`src/rtl/arith_pkg.sv`:
```
// Shared arithmetic-datapath definitions used by the shift-add multiplier and shift-subtract divider.
package arith_pkg;

    localparam int unsigned DEF_WIDTH = 4;
    localparam int unsigned CNT_W     = $clog2(DEF_WIDTH + 1);

    typedef enum logic [1:0] {
        ST_IDLE = 2'd0,
        ST_CALC = 2'd1,
        ST_DONE = 2'd2
    } arith_state_e;

    // Step counter width able to hold the value w.
    function automatic int unsigned cnt_width(input int unsigned w);
        return $clog2(w + 1);
    endfunction

endpackage

```
`src/rtl/shift_sub_div_if.sv`:
```
// Start/busy/done handshake and operand/result bus of the sequential divider.
interface shift_sub_div_if
    import arith_pkg::*;
#(
    parameter int unsigned WIDTH = DEF_WIDTH
);
    logic             start;
    logic [WIDTH-1:0] dividend;
    logic [WIDTH-1:0] divisor;
    logic             busy;
    logic             done;
    logic [WIDTH-1:0] quotient;
    logic [WIDTH-1:0] remainder;
    logic             div_by_zero;

    modport master (
        output start, dividend, divisor,
        input  busy, done, quotient, remainder, div_by_zero
    );

    modport slave (
        input  start, dividend, divisor,
        output busy, done, quotient, remainder, div_by_zero
    );
endinterface

```
`src/rtl/div_step.sv`:
```
// One combinational restoring-division step: shift in a dividend bit, trial-subtract the divisor.
module div_step #(
    parameter int unsigned WIDTH = 4
) (
    input  logic [WIDTH:0]   rem_i,
    input  logic             bit_i,
    input  logic [WIDTH-1:0] divisor_i,
    output logic [WIDTH:0]   rem_o,
    output logic             q_o
);
    logic [WIDTH:0] shifted;
    logic [WIDTH:0] trial;

    // rem_i[WIDTH] would be the carry out of the shift; it forces the subtraction if ever set.
    always_comb begin
        shifted = {rem_i[WIDTH-1:0], bit_i};
        trial   = shifted - {1'b0, divisor_i};
        q_o     = rem_i[WIDTH] | ~trial[WIDTH];
        rem_o   = q_o ? trial : shifted;
    end
endmodule

```
`src/rtl/shift_sub_div.sv`:
```
// Sequential restoring unsigned divider: one quotient bit per clock, MSB first, start/busy/done handshake.
module shift_sub_div
    import arith_pkg::*;
#(
    parameter int unsigned WIDTH = DEF_WIDTH
) (
    input  logic           clk,
    input  logic           n_rst,
    shift_sub_div_if.slave bus
);
    localparam int unsigned CW = cnt_width(WIDTH);

    arith_state_e   state_q, state_d;
    logic [CW-1:0]  cnt_q, cnt_d;
    logic [WIDTH:0] rem_q, rem_d;
    logic [WIDTH-1:0] q_q, q_d;
    logic [WIDTH-1:0] dvsr_q, dvsr_d;
    logic           dbz_q, dbz_d;
    logic           busy_q, busy_d;
    logic           done_q, done_d;

    logic [WIDTH:0] step_rem;
    logic           step_q;

    div_step #(.WIDTH(WIDTH)) u_step (
        .rem_i     (rem_q),
        .bit_i     (q_q[WIDTH-1]),
        .divisor_i (dvsr_q),
        .rem_o     (step_rem),
        .q_o       (step_q)
    );

    always_ff @(posedge clk or negedge n_rst) begin
        if (!n_rst) begin
            state_q <= ST_IDLE;
            cnt_q   <= '0;
            rem_q   <= '0;
            q_q     <= '0;
            dvsr_q  <= '0;
            dbz_q   <= 1'b0;
            busy_q  <= 1'b0;
            done_q  <= 1'b0;
        end else begin
            state_q <= state_d;
            cnt_q   <= cnt_d;
            rem_q   <= rem_d;
            q_q     <= q_d;
            dvsr_q  <= dvsr_d;
            dbz_q   <= dbz_d;
            busy_q  <= busy_d;
            done_q  <= done_d;
        end
    end

    always_comb begin
        state_d = state_q;
        cnt_d   = cnt_q;
        rem_d   = rem_q;
        q_d     = q_q;
        dvsr_d  = dvsr_q;
        dbz_d   = dbz_q;

        case (state_q)
            ST_IDLE: begin
                if (bus.start) begin
                    dvsr_d = bus.divisor;
                    cnt_d  = CW'(WIDTH);
                    if (bus.divisor == '0) begin
                        // Zero divisor short-circuits straight to DONE with saturated quotient.
                        q_d     = '1;
                        rem_d   = {1'b0, bus.dividend};
                        dbz_d   = 1'b1;
                        state_d = ST_DONE;
                    end else begin
                        q_d     = bus.dividend;
                        rem_d   = '0;
                        dbz_d   = 1'b0;
                        state_d = ST_CALC;
                    end
                end
            end
            ST_CALC: begin
                rem_d = step_rem;
                q_d   = {q_q[WIDTH-2:0], step_q};
                cnt_d = cnt_q - CW'(1);
                if (cnt_q == CW'(1)) begin
                    state_d = ST_DONE;
                end
            end
            ST_DONE: state_d = ST_IDLE;
            default: state_d = ST_IDLE;
        endcase

        busy_d = (state_d != ST_IDLE);
        done_d = (state_d == ST_DONE);
    end

    assign bus.busy        = busy_q;
    assign bus.done        = done_q;
    assign bus.quotient    = q_q;
    assign bus.remainder   = rem_q[WIDTH-1:0];
    assign bus.div_by_zero = dbz_q;
endmodule

```
`src/flat_wrapper.sv`:
```
// flat-port wrapper written by rule: the top's interface ports become plain ports
module shift_sub_div_flat import arith_pkg::*;
#(
    parameter int unsigned WIDTH = DEF_WIDTH
)
  (clk, n_rst, bus_start, bus_dividend, bus_divisor, bus_busy, bus_done, bus_quotient, bus_remainder, bus_div_by_zero);
  shift_sub_div_if #(.WIDTH(WIDTH)) bus_i ();
  input  logic clk;
  input  logic n_rst;
  input wire logic [$bits(bus_i.start)-1:0] bus_start;
  input wire logic [$bits(bus_i.dividend)-1:0] bus_dividend;
  input wire logic [$bits(bus_i.divisor)-1:0] bus_divisor;
  output wire logic [$bits(bus_i.busy)-1:0] bus_busy;
  output wire logic [$bits(bus_i.done)-1:0] bus_done;
  output wire logic [$bits(bus_i.quotient)-1:0] bus_quotient;
  output wire logic [$bits(bus_i.remainder)-1:0] bus_remainder;
  output wire logic [$bits(bus_i.div_by_zero)-1:0] bus_div_by_zero;
  assign bus_i.start = bus_start;
  assign bus_i.dividend = bus_dividend;
  assign bus_i.divisor = bus_divisor;
  assign bus_busy = bus_i.busy;
  assign bus_done = bus_i.done;
  assign bus_quotient = bus_i.quotient;
  assign bus_remainder = bus_i.remainder;
  assign bus_div_by_zero = bus_i.div_by_zero;
  shift_sub_div #(.WIDTH(WIDTH)) u_core (.clk(clk), .n_rst(n_rst), .bus(bus_i));
endmodule
```
`config.mk`:
```
export PLATFORM = sky130hd
export DESIGN_NAME = shift_sub_div_flat
export DESIGN_NICKNAME = d
export VERILOG_FILES = /design/src/rtl/arith_pkg.sv /design/src/rtl/shift_sub_div_if.sv /design/src/rtl/div_step.sv /design/src/rtl/shift_sub_div.sv /design/src/flat_wrapper.sv
export SDC_FILE = /design/constraint.sdc
export NUM_CORES = 1
export LEC_CHECK = 0
export CAP_MARGIN = 5
export CELL_PAD_IN_SITES_DETAIL_PLACEMENT = 0
export CELL_PAD_IN_SITES_GLOBAL_PLACEMENT = 1
export CORE_UTILIZATION = 42
export CTS_BUF_LIST = sky130_fd_sc_hd__clkbuf_4 sky130_fd_sc_hd__clkbuf_8 sky130_fd_sc_hd__clkbuf_16
export DETAILED_ROUTE_END_ITERATION = 16
export GPL_TIMING_DRIVEN = 0
export PLACE_DENSITY_LB_ADDON = 0.1
export REMOVE_ABC_BUFFERS = 1
export SETUP_SLACK_MARGIN = 0.3
export SYNTH_ARGS = -nofsm -noshare
export SYNTH_HDL_FRONTEND = slang
export SYNTH_SLANG_ARGS = --single-unit
```
`constraint.sdc`:
```
create_clock -name clk -period 4.6 [get_ports clk]
set_input_delay 0.46 -clock clk [delete_from_list [all_inputs] [get_ports clk]]
set_output_delay 0.46 -clock clk [all_outputs]
set_load 0.02 [all_outputs]
```
==> out/metrics.cfg <==
[worst_setup_path]
worstSetupPathType=reg -> reg
slowest_stage=dfrtp_1
slowest_delay_ns=0.44
critPathRequiredTime_ns=4.81
critPathCaptureType=flop
arrival_ns=2.48
startpoint_type=flop
crit_chain=inv_1 -> ha_1 -> inv_1 -> fa_1 -> a21o_1 -> a211oi_1 -> o211ai_1 -> o221a_1
path_common_cell=inv_1
worst-path-max-fanout=4

[timing]
finalCriticalPeriod_ns=2.27
setup_violations=0
finClkSkew_ns=0.0110
grt_setup_unrepaired=false
worstMarginPinSlew_ns=1.09
period_share_pct=49.3
fin_tns_setup_ns=0
max_freq_mhz=441
slew_headroom_pct=27.2
slew_viol_final=0
hold_viol=0
fin_ws_ns=2.33

[yosys]
syn_inst=130
synth.avg_cell_area_sq_um=9.61
synth_edf_count=0
synth-warning-count=0
ys.flop_type=dfrtp_1
async_flop_share_pct=100
synth_area_sq_um=1250
synth_top_cell_area_share_pct=42.1
synth-compound-area-share_pct=19.3
ys_top_cells_by_count=dfrtp_1, nand2_1, o21ai_0
synth.area.mux_share_pct=0.802
synth_cell_type_count=41
ys_ff_latch=21
synth_top_family_by_area=simple AND/OR/NAND/NOR gates
synth_fa_ha_area_share_pct=7.62
synthXorXnorAreaFrac_pct=1.40
synth-simple-area-share_pct=20.6
synthTopCellsByArea=dfrtp_1, nand2_1, ha_1
yosysTopAreaCell=dfrtp_1
yosysSeqAreaShare_pct=42.1

[cts]
clock_latency_ns=0.30
cts_max_path_buffers=2
hold_buffers=0
postCtsResizedCells=0
cts_sinks=21
cts_made_buffers=3
cts_root_buf=clkbuf_4
cts_tree=done
htreeDepth=1
postCtsSetupRepairBufs=0
path_clk_slew_ns=0.12

[floorplan]
die_h_microns=56.5
dieWidth_microns=56.5
ios=22
fp.dieArea_sq_um=3200
rows=19
core_area_sq_um=2780
start_util_pct=44.9

[final_layout]
final_nets=164
drive_above_1_share_pct=8.28
area_growth_pct=16.7
antenna_cells=0
fill_cells=270
final_area_sq_um=1460

[job]
drv_cap=0

[power]
irDropWorstVdd_mv=0.389
p_int_mw=0.626
clockPowerShare_pct=7.7
p_sw_mw=0.519
pwr-share-comb_pct=61.3
seq_power_share_pct=31.0
p_per_area_nw_per_um2=785
p_total_mw=1.14
power_leakage_nw=0.622
swShare_pct=45.3

[place]
post_dp_cell_area_sq_um=1430
place_ws_ns=2.29
place_congestion=0.778
io_buffers=21
dp_hpwl_mm=1.89

[global_route]
grt_first_pass_wirelength_mm=4.23
antenna_found_initial=0
grt.total_usage_pct=17.5
gr-total-overflow=0
grt_max_degree=22
grt_pass1_vias=903

[route]
drc=0
routedWlPerCell_microns=14.4
drt_iter0_drc=31
wirelength_mm=2.53
dr.pass1.iters=4
dr_total_vias=957
viasPerCell=5.44
antenna_left=0

[worst_hold_path]
hp-class=reg -> reg

[run_status]
status=finished clean

flip-flops by register name, summed over array words and instances, names as in the netlist:
name                    flops
u_core.rem_q                5
u_core.bus.quotient         4
u_core.dvsr_q               4
u_core.cnt_q                3
u_core.state_q              2
u_core.bus.busy             1
u_core.bus.div_by_zero      1
u_core.bus.done             1
cell type report:
class                           count  area (sq um)  area share, %
Multi-Input combinational cell     90           622           42.7
Sequential cell                    21           526           36.1
Timing Repair Buffer               21           210           14.4
Tap cell                           31          38.8           2.66
Inverter                            9          33.8           2.32
Clock buffer                        3          22.5           1.55
Clock inverter                      1          5.00          0.343
worst paths after layout:
kind | to | startpoint | depth (start not counted) | slack [ns]
setup reg to reg | u_core.rem_q[2]$_DFFE_PN0P_ | u_core.bus.quotient[3]$_DFFE_PN0P_ | 8 | 2.33
max in group asynchronous | u_core.bus.busy$_DFF_PN0_ | n_rst | 1 | 3.35
hold / removal | u_core.bus.div_by_zero$_DFFE_PN0P_ | u_core.bus.div_by_zero$_DFFE_PN0P_ | 2 | 0.50
min in group asynchronous | u_core.dvsr_q[3]$_DFFE_PN0P_ | n_rst | 1 | 0.66
setup / recovery | u_core.rem_q[2]$_DFFE_PN0P_ | u_core.bus.quotient[3]$_DFFE_PN0P_ | 8 | 2.33
hold reg to reg | u_core.bus.div_by_zero$_DFFE_PN0P_ | u_core.bus.div_by_zero$_DFFE_PN0P_ | 2 | 0.50
cells by family (layout without fill, tap and decap cells):
| kind of cell | after synthesis | count (layout) |
|---|---|---|
| xor+xnor | 2 | 2 |
| mux | 1 | 1 |
| flops | 21 | 21 |
| simple gates | 44 | 44 |
| buf+inv | 19 | 34 |
| compound gates | 36 | 36 |
| fa+ha+maj | 7 | 7 |
power by group through the flow:
stage               clock (mW)  sequential [mW]  combinational (mW)
floorplan                    0            0.397               0.446
global placement             0            0.355               0.696
detailed placement           0            0.361               0.706
CTS                     0.0936            0.356               0.712
global route            0.0996            0.369               0.789
finish                  0.0877            0.355               0.702
per-stage QoR:
stage / instances / hold WS [ns] / util [%]
floorplan: 120 / 0.164 / -
global placement: 172 / 0.462 / 51.4
detailed placement: 172 / 0.472 / 51.4
CTS: 176 / 0.503 / 52.4
global route: 176 / 0.531 / 52.4
finish: 176 / 0.498 / 52.4
cells in the final DEF, fill, tap and decap left out, types with 2 or more instances in the layout:
cell / Yosys / final
a21oi_1: 6 / 6
o21ai_0: 13 / 13
a22o_1: 2 / 2
nand2_1: 21 / 21
nand3_1: 7 / 7
o211ai_1: 2 / 2
clkdlybuf4s50_1: 0 / 21
inv_1: 8 / 8
o22ai_1: 3 / 3
clkbuf_4: 0 / 3
dfrtp_1: 21 / 21
nor2b_1: 2 / 2
ha_1: 6 / 6
o221a_1: 2 / 2
metal layers:
| metal | share of wire (%) | track usage [%] | up-vias | wire length [microns] |
|---|---|---|---|---|
| li1 | - | - | 484 | - |
| met1 | 50 | 24.2 | 461 | 1270 |
| met2 | 47 | 27.2 | 10 | 1200 |
| met3 | 1.8 | 2.76 | 2 | 46 |
| met4 | 0.63 | 7.32 | 0 | 16 |
| met5 | 0 | 0 | - | 0 |
critical path: cells and delay by family, from the launching register on:
family	cells	cell delay, ns
AO/OA/AOI/OAI	4	1.03
adder cells (fa/ha/maj)	2	0.57
flip-flops	1	0.44
buffers and inverters	2	0.12
Power figures use the tool's default switching activity.
